**config.mk**
```make
export PLATFORM = sky130hd
export DESIGN_NAME = sensor_scan_sched
export DESIGN_NICKNAME = d
export VERILOG_FILES = /design/src/rtl/obj_pkg.sv /design/src/rtl/scan_debounce.sv /design/src/rtl/sensor_scan_sched.sv
export SDC_FILE = /design/constraint.sdc
export NUM_CORES = 1
export LEC_CHECK = 0
export ABC_AREA = 1
export CORE_MARGIN = 2
export CORE_UTILIZATION = 52
export CTS_BUF_LIST = sky130_fd_sc_hd__clkbuf_4 sky130_fd_sc_hd__clkbuf_8 sky130_fd_sc_hd__clkbuf_16
export DETAILED_ROUTE_END_ITERATION = 8
export GPL_ROUTABILITY_DRIVEN = 0
export GPL_TIMING_DRIVEN = 0
export PLACE_DENSITY = 0.75
export SLEW_MARGIN = 20
export SYNTH_ARGS = -nofsm -noshare
export SYNTH_HDL_FRONTEND = slang
export SYNTH_SLANG_ARGS = --single-unit
export TNS_END_PERCENT = 100
```
**constraint.sdc**
```tcl
create_clock -name clk -period 1.4 [get_ports clk]
set_clock_uncertainty 0.1 [all_clocks]
set_input_delay 0.28 -clock clk [delete_from_list [all_inputs] [get_ports clk]]
set_output_delay 0.28 -clock clk [all_outputs]
set_load 0.005 [all_outputs]
```
**src/rtl/obj_pkg.sv**
```systemverilog
// Shared types for the obstacle-detection scan front end: scan states, channel indices, emitter encoding.
// SCAN_FRONT_PRIORITY_EN selects the four-slot L-F-R-F scan order instead of L-R-F.
package obj_pkg;

   typedef enum logic [1:0] {
      IDLE   = 2'd0,
      SETTLE = 2'd1,
      SAMPLE = 2'd2,
      GUARD  = 2'd3
   } scan_state_t;

   localparam logic [1:0] CH_L = 2'd0;
   localparam logic [1:0] CH_R = 2'd1;
   localparam logic [1:0] CH_F = 2'd2;

   localparam logic [2:0] EMIT_OFF = 3'b000;
   localparam logic [2:0] EMIT_L   = 3'b001;
   localparam logic [2:0] EMIT_R   = 3'b010;
   localparam logic [2:0] EMIT_F   = 3'b100;

   localparam int SLOT_W = 2;
`ifdef SCAN_FRONT_PRIORITY_EN
   localparam int N_SLOTS = 4;
`else
   localparam int N_SLOTS = 3;
`endif

   // Maps a slot position within one scan to the channel fired in that slot.
   function automatic logic [1:0] slot_channel(input logic [SLOT_W-1:0] slot);
`ifdef SCAN_FRONT_PRIORITY_EN
      case (slot)
         2'd0:    slot_channel = CH_L;
         2'd1:    slot_channel = CH_F;
         2'd2:    slot_channel = CH_R;
         default: slot_channel = CH_F;
      endcase
`else
      case (slot)
         2'd0:    slot_channel = CH_L;
         2'd1:    slot_channel = CH_R;
         default: slot_channel = CH_F;
      endcase
`endif
   endfunction

   function automatic logic [2:0] emit_onehot(input logic [1:0] ch);
      case (ch)
         CH_L:    emit_onehot = EMIT_L;
         CH_R:    emit_onehot = EMIT_R;
         CH_F:    emit_onehot = EMIT_F;
         default: emit_onehot = EMIT_OFF;
      endcase
   endfunction

endpackage

```
**src/rtl/scan_debounce.sv**
```systemverilog
// One channel's hit debouncer: the level flips only after DEBOUNCE_N consecutive
// disagreeing raw samples; a single agreeing sample clears the run.
module scan_debounce #(
   parameter int DEBOUNCE_N = 2
) (
   input  logic clk,
   input  logic reset,
   input  logic i_upd,
   input  logic i_raw,
   output logic o_level
);

   localparam int CNT_W = (DEBOUNCE_N < 1) ? 1 : $clog2(DEBOUNCE_N + 1);
   localparam logic [CNT_W-1:0] CNT_LAST = CNT_W'(DEBOUNCE_N - 1);

   logic [CNT_W-1:0] r_cnt;
   logic             r_level;

   always_ff @(posedge clk or posedge reset) begin
      if (reset) begin
         r_cnt   <= '0;
         r_level <= 1'b0;
      end else if (i_upd) begin
         if (i_raw == r_level) begin
            r_cnt <= '0;
         end else if (r_cnt == CNT_LAST) begin
            r_level <= ~r_level;
            r_cnt   <= '0;
         end else begin
            r_cnt <= r_cnt + CNT_W'(1);
         end
      end
   end

   assign o_level = r_level;

endmodule

```
**src/rtl/sensor_scan_sched.sv**
```systemverilog
// Time-multiplexed emitter scan scheduler: fires one emitter per slot, counts echo hits
// over a sample window and feeds per-channel debouncers. Optional macro: SCAN_FRONT_PRIORITY_EN.
module sensor_scan_sched
   import obj_pkg::*;
#(
   parameter int SETTLE_CYC = 8,
   parameter int SAMPLE_CYC = 4,
   parameter int HIT_MIN    = 3,
   parameter int DEBOUNCE_N = 2
) (
   input  logic       clk,
   input  logic       reset,
   input  logic       enable,
   input  logic       echo,
   output logic [2:0] emit_sel,
   output logic       L,
   output logic       R,
   output logic       F,
   output logic       scan_done
);

   localparam int HIT_W   = $clog2(SAMPLE_CYC + 1);
   localparam int CYC_MAX = (SETTLE_CYC > SAMPLE_CYC) ? SETTLE_CYC : SAMPLE_CYC;
   localparam int CYC_W   = (CYC_MAX < 2) ? 1 : $clog2(CYC_MAX);

   localparam logic [CYC_W-1:0]  SETTLE_LAST = CYC_W'(SETTLE_CYC - 1);
   localparam logic [CYC_W-1:0]  SAMPLE_LAST = CYC_W'(SAMPLE_CYC - 1);
   localparam logic [HIT_W-1:0]  HIT_SAT     = HIT_W'(SAMPLE_CYC);
   localparam logic [HIT_W-1:0]  HIT_THR     = HIT_W'(HIT_MIN);
   localparam logic [SLOT_W-1:0] FIRST_SLOT  = '0;
   localparam logic [SLOT_W-1:0] LAST_SLOT   = SLOT_W'(N_SLOTS - 1);

   scan_state_t       r_state;
   logic [SLOT_W-1:0] r_slot;
   logic [CYC_W-1:0]  r_cyc;
   logic [HIT_W-1:0]  r_hits;
   logic [2:0]        r_emit;
   logic              r_done;

   logic [HIT_W-1:0]  w_hits_next;
   logic [SLOT_W-1:0] w_slot_next;
   logic [1:0]        w_ch;
   logic              w_sample_end;
   logic              w_raw_hit;
   logic [2:0]        w_upd;

   // The final SAMPLE cycle's echo must count toward the hit decision taken on the same edge.
   always_comb begin
      w_ch         = slot_channel(r_slot);
      w_slot_next  = r_slot + SLOT_W'(1);
      w_hits_next  = r_hits;
      if (echo && (r_hits != HIT_SAT)) begin
         w_hits_next = r_hits + HIT_W'(1);
      end
      w_sample_end = (r_state == SAMPLE) && (r_cyc == SAMPLE_LAST);
      w_raw_hit    = (w_hits_next >= HIT_THR);
      w_upd        = w_sample_end ? emit_onehot(w_ch) : 3'b000;
   end

   always_ff @(posedge clk or posedge reset) begin
      if (reset) begin
         r_state <= IDLE;
         r_slot  <= '0;
         r_cyc   <= '0;
         r_hits  <= '0;
         r_emit  <= EMIT_OFF;
         r_done  <= 1'b0;
      end else begin
         r_done <= 1'b0;
         case (r_state)
            IDLE: begin
               if (enable) begin
                  r_state <= SETTLE;
                  r_slot  <= FIRST_SLOT;
                  r_cyc   <= '0;
                  r_hits  <= '0;
                  r_emit  <= emit_onehot(slot_channel(FIRST_SLOT));
               end
            end
            SETTLE: begin
               if (r_cyc == SETTLE_LAST) begin
                  r_state <= SAMPLE;
                  r_cyc   <= '0;
                  r_hits  <= '0;
               end else begin
                  r_cyc <= r_cyc + CYC_W'(1);
               end
            end
            SAMPLE: begin
               r_hits <= w_hits_next;
               if (r_cyc == SAMPLE_LAST) begin
                  r_state <= GUARD;
                  r_cyc   <= '0;
                  r_emit  <= EMIT_OFF;
                  r_done  <= (r_slot == LAST_SLOT);
               end else begin
                  r_cyc <= r_cyc + CYC_W'(1);
               end
            end
            GUARD: begin
               r_cyc  <= '0;
               r_hits <= '0;
               // enable is only consulted at the scan boundary, so a drop never aborts a scan.
               if (r_slot != LAST_SLOT) begin
                  r_state <= SETTLE;
                  r_slot  <= w_slot_next;
                  r_emit  <= emit_onehot(slot_channel(w_slot_next));
               end else if (enable) begin
                  r_state <= SETTLE;
                  r_slot  <= FIRST_SLOT;
                  r_emit  <= emit_onehot(slot_channel(FIRST_SLOT));
               end else begin
                  r_state <= IDLE;
                  r_slot  <= FIRST_SLOT;
               end
            end
            default: begin
               r_state <= IDLE;
               r_emit  <= EMIT_OFF;
            end
         endcase
      end
   end

   scan_debounce #(.DEBOUNCE_N(DEBOUNCE_N)) u_deb_l (
      .clk     (clk),
      .reset   (reset),
      .i_upd   (w_upd[CH_L]),
      .i_raw   (w_raw_hit),
      .o_level (L)
   );

   scan_debounce #(.DEBOUNCE_N(DEBOUNCE_N)) u_deb_r (
      .clk     (clk),
      .reset   (reset),
      .i_upd   (w_upd[CH_R]),
      .i_raw   (w_raw_hit),
      .o_level (R)
   );

   scan_debounce #(.DEBOUNCE_N(DEBOUNCE_N)) u_deb_f (
      .clk     (clk),
      .reset   (reset),
      .i_upd   (w_upd[CH_F]),
      .i_raw   (w_raw_hit),
      .o_level (F)
   );

   assign emit_sel  = r_emit;
   assign scan_done = r_done;

endmodule

```
# After elaboration in Yosys (flattened, before gate mapping)
# Cells that the tools add are included.
# Widths: inputs -> output; s select.
# classes
add_sub_neg	6
n_lt_le_gt_ge	1
n_eq_ne	23
muxes	35
bitwise_logic	6
reduce_logical	16
# ops
operator	count
$mux 3	9
$pmux 3 s3	3
$mux 2	13
$pmux 3 s4	2
$eq 2x1->1 const B	8
$pmux 2 s2	3
$reduce_and 3->1	4
$eq 2x2->1 const B	5
$logic_not 2->1	5
$add 2x1->2 const B	4
$pmux 2 s4	1
$add 3x1->3 const B	2
$ne 2x2->1 const B	3
$not 1->1	6
$reduce_and 2->1	3
$mux 1	4
$eq 1x1->1	3
$eq 3x2->1 const B	1
$eq 3x3->1 const B	1
$ge 3x2->1 const B	1
$ne 3x3->1 const B	1
$reduce_bool 3->1	1
$logic_and 1x1->1	2
$ne 2x1->1 const B	1
$reduce_bool 2->1	1
# totals
ff_bits	23
in_bits	4
out_inout_bits	7
word_cells	99

# Depth between registers and ports, before layout
# logic_depth
ltp_word	9
mapped_depth	11
mapped_depth_nobuf	11

# Cells and area by module
# From an unflattened synthesis, not the netlist that was laid out.
# hier_totals
cells_unflattened	203
hier_area_um2	1491.4
# modules_own_cells
module	n_inst	cells_each	area_each_um2	seq_area_each_um2
sensor_scan_sched	1	137	1014.7	350.3
scan_debounce	3	22	158.9	75.1

# Worst setup path before layout
# No wires, ideal clock.
# synth_timing
path_kind	reg-to-reg
start	register r_cyc[0]
end	register r_state[0]
setup_ns	0.127
arrival_ns	1.305
slack_ns	-0.132
stages_incl_launch_ff	9
n_path_buf	0
period_less_slack_ns	1.532
path_cell_list	dfrtp_1 -> ha_1 -> ha_1 -> inv_2 -> nand2_1 -> o21ai_2 -> or2_4 -> a21oi_2 -> o22ai_1
# synth_between
elab_chain_len	3
elab_cells_between_ends	5
classes_between	eq/ne (4); reduce/logical (1)
# synth_rtl
element	line	text
start: declaration	sensor_scan_sched.sv:35	logic [CYC_W-1:0] r_cyc;
start signal: assignment	sensor_scan_sched.sv:86	r_cyc <= r_cyc + CYC_W'(1);
start signal: assignment	sensor_scan_sched.sv:97	r_cyc <= r_cyc + CYC_W'(1);
$eq 3x3->1 / $eq 3x2->1 (equally long branches)	sensor_scan_sched.sv:81, sensor_scan_sched.sv:91	
$ne 2x2->1 (no line) / $ne 2x1->1 (equally long branches)	n/a	
$reduce_and 3->1 (no line) (*)	n/a	
end signal: assignment	sensor_scan_sched.sv:73	r_state <= SETTLE;
end signal: assignment	sensor_scan_sched.sv:82	r_state <= SAMPLE;
end signal: assignment	sensor_scan_sched.sv:92	r_state <= GUARD;
end: declaration	sensor_scan_sched.sv:33	scan_state_t r_state;
# Every way passes the cells marked *; elsewhere a longest branch is shown, timed or not.
# A chain may end at the register's enable or synchronous reset.

# Final worst setup path
# layout_timing
start	register r_cyc[1]
end	register r_state[0]
# The elaborated chain is that of the path after synthesis.

==> results.py <==
metrics = {
    "clock_tree": {
        "cts_buffers": 3,
        "clk_path_buf_depth": 2,
        "clk_pin_slew_ns": 0.13,
        "cts_tree": "built",
        "root_buffer": "clkbuf_4",
        "holdBufCountCts": 0,
        "cts_sinks": 23,
        "clk_latency_ns": 0.31,
        "htree_levels": 1,
    },
    "timing": {
        "drv_slew": 0,
        "rsz0062_at_grt": "true",
        "clock.fmax_ghz": 0.6289,
        "fin_ws_ns": -0.1900,
        "post-route-min-period_ns": 1.590,
        "slew_headroom": 0.4086,
        "setup_viol": 17,
        "worst_slew_pin_slew_ns": 0.8861,
        "fin_crit_sh": 1.136,
        "hold_viol_final": 0,
    },
    "yosys": {
        "synth_top_family_by_area": "simple AND/OR/NAND/NOR gates",
        "synth_top_area_frac": 0.3922,
        "ys_ff_latch": 23,
        "synth_area_leader_cell": "dfrtp_1",
        "syn_area_per_cell_sq_um": 8.064,
        "synth_compound_area_frac": 0.1040,
        "ys_warn_count": 0,
        "synth_xor_area_frac": 0,
        "syn_area_sq_um": 1468,
        "yosysSeqAreaShare": 0.3922,
        "ys_types": 23,
        "synth-simple-area-share": 0.2583,
        "syn_inst": 182,
        "syn_nets": 203,
        "netlist_top_cells_area": "dfrtp_1, ha_1, nand2_1, inv_1, o21ai_0",
        "synthAdderAreaFrac": 0.1449,
        "synth_mux_area_frac": 0,
    },
    "hold_path": {
        "hp-class": "in -> async",
    },
    "global_route": {
        "gr-usage-all-layers": 0.2243,
        "grt_pass1_wl_microns": 5858,
        "grt_pass1_vias": 1376,
        "antenna_found_initial": 0,
        "grt_start_max_net_pins": 24,
        "grt-ovfl-total": 0,
    },
    "route": {
        "vias": 1387,
        "drcViolationCount": 0,
        "vias_per_cell": 5.504,
        "first_pass_iters": 4,
        "drtIter0Drc": 57,
        "wire_per_inst_microns": 14.87,
        "postRouteAntennaNets": 0,
        "wirelength_microns": 3748,
    },
    "critical_path": {
        "critPathCaptureType": "flop",
        "crit_arrival_ns": 1.69,
        "required_ns": 1.50,
        "cp-endpoint": "r_state[0]",
        "crit_start": "r_cyc[1]",
        "worstRegToRegCells": 8,
        "path_max_fanout": 4,
        "worstSetupPathType": "reg -> reg",
        "reg2reg_slack_ns": -0.19,
        "regToRegStartpoint": "r_cyc[1]",
        "timing.rr.end": "r_state[0]",
        "worstSetupStartpointType": "flop",
    },
    "floorplan": {
        "die_area_sq_um": 3263,
        "num_rows": 19,
        "fp.coreArea_sq_um": 2710,
        "die_y_microns": 57.13,
        "ios": 11,
        "die_w_microns": 57.13,
        "initial_core_util": 0.5416,
    },
    "place": {
        "hpwl_microns": 2180,
        "placedCellCount": 223,
        "buffer_ports.inserted": 10,
    },
    "power_and_ir_drop": {
        "power.density_nw_per_um2": 1731,
        "p_leak_uw": 0.001040,
        "fin_total_pwr_uw": 3606,
        "irDropWorstVdd_v": 0.001373,
    },
    "job": {
        "maxCapViolations": 0,
    },
    "final_layout": {
        "post-route-util": 0.7687,
        "area_growth_pct": 41.94,
        "antennaDiodeCount": 0,
        "nNetsFinal": 243,
        "drive_gt1_frac": 0.4208,
        "fin_cells": 252,
    },
    "status": {
        "status": "complete, but fails checks",
        "violations": "setup timing",
    },
}
## repair_timing
action	4_1_cts	5_1_grt
endpoints found under the setup margin	29	24
buffers inserted	21	7
pin swaps	14	10
gates resized for setup	41	34
endpoints found under the hold margin	0	0
## per-layer routing
metal,GRT usage,vias up,wire length [microns]
met1,0.2726,675,1525
met5,0,-,0
li1,-,663,-
met3,0.02268,8,135
met4,0.03987,0,80
met2,0.4302,41,2007
## how the worst min path moves through the flow
stage          depth (start not counted)               end  slack (ns)
2_1_floorplan                          1       emit_sel[0]        0.18
3_3_place_gp                           2  u_deb_f.r_cnt[1]        0.36
3_5_place_dp                           2  u_deb_f.r_cnt[1]        0.37
4_1_cts                                2       emit_sel[0]        0.38
5_1_grt                                2  u_deb_l.r_cnt[1]        0.43
6_report                               2         r_hits[0]        0.35
## critical path, stage by stage (launching register included)
cell     delay, ns
dfrtp_1       0.44
ha_4          0.19
ha_4          0.17
inv_4         0.04
nand2_2       0.05
o21ai_2       0.06
or2_4         0.25
a21oi_2       0.11
o22ai_1       0.08
## cell usage after synthesis, drive strengths merged
cell type  number
inv            35
nor3            3
o22ai           1
or2             1
ha             17
buf             1
nor2            8
nand2          46
nand3          14
nand4           6
a32o            1
dfrtp          23
o311ai          1
o21ai          18
clkbuf          1
a21oi           6
## cells by family (layout without fill, tap and decap cells)
kind of cell | Yosys count | count (layout)
flops | 23 | 23
simple gates | 78 | 78
compound gates | 27 | 27
buf+inv | 37 | 76
fa+ha+maj | 17 | 17
## layout by cell type (no fill, tap or decap), types with 2 or more instances in the layout
cell | netlist | final
nand2_1 | 36 | 27
buf_4 | 0 | 23
inv_1 | 31 | 22
dfrtp_1 | 23 | 21
inv_2 | 4 | 10
nand3_1 | 14 | 10
nand2_2 | 7 | 10
o21ai_1 | 2 | 9
nand2_4 | 3 | 8
ha_1 | 17 | 8
ha_4 | 0 | 7
nor2_1 | 8 | 6
nand4_1 | 6 | 6
o21ai_0 | 15 | 5
dlygate4sd2_1 | 0 | 5
o21ai_2 | 1 | 4
nand3_2 | 0 | 4
buf_6 | 1 | 4
inv_4 | 0 | 3
a21oi_2 | 1 | 3
clkbuf_4 | 0 | 3
clkdlybuf4s50_1 | 0 | 3
nor3_4 | 0 | 2
a21oi_1 | 5 | 2
ha_2 | 0 | 2
clkdlybuf4s15_1 | 0 | 2
dfrtp_2 | 0 | 2
## power breakdown
group          switching, uW  internal, uW  total, uW
clock network            207           107        314
registers                182           835       1020
logic                   1220          1060       2280
total                   1610          2000       3610
## sequential cells by signal (all words and copies together) (netlist names)
| signal | cells |
|---|---|
| u_deb_l.r_cnt | 2 |
| u_deb_r.o_level | 1 |
| scan_done | 1 |
| u_deb_r.r_cnt | 2 |
| r_cyc | 3 |
| u_deb_f.o_level | 1 |
| r_hits | 3 |
| emit_sel | 3 |
| r_state | 2 |
| u_deb_f.r_cnt | 2 |
| r_slot | 2 |
| u_deb_l.o_level | 1 |
## final cells by class
type,instances,area [sq um]
sequential,23,578.1
multi-input combinational,122,988.4
tap,31,38.79
clock buffer,3,22.52
fill,173,626.9
clock inverter,1,5.005
timing repair buffer,37,311.5
inverter,35,138.9
## metrics by stage
stage          setup WS, ns  TNS [ns]  instance area (sq um)  hold WS, ns
6_report            -0.1900    -2.057                   2083       0.3473
3_5_place_dp        -0.3074    -7.582                   1665       0.3711
3_3_place_gp        -0.2773    -5.617                   1665       0.3614
5_1_grt             -0.2631    -3.336                   2083       0.4310
2_1_floorplan      -0.07810   -0.3141                   1526       0.1819
4_1_cts             -0.1635    -1.407                   1914       0.3762
(Power assumes the default switching activity.)
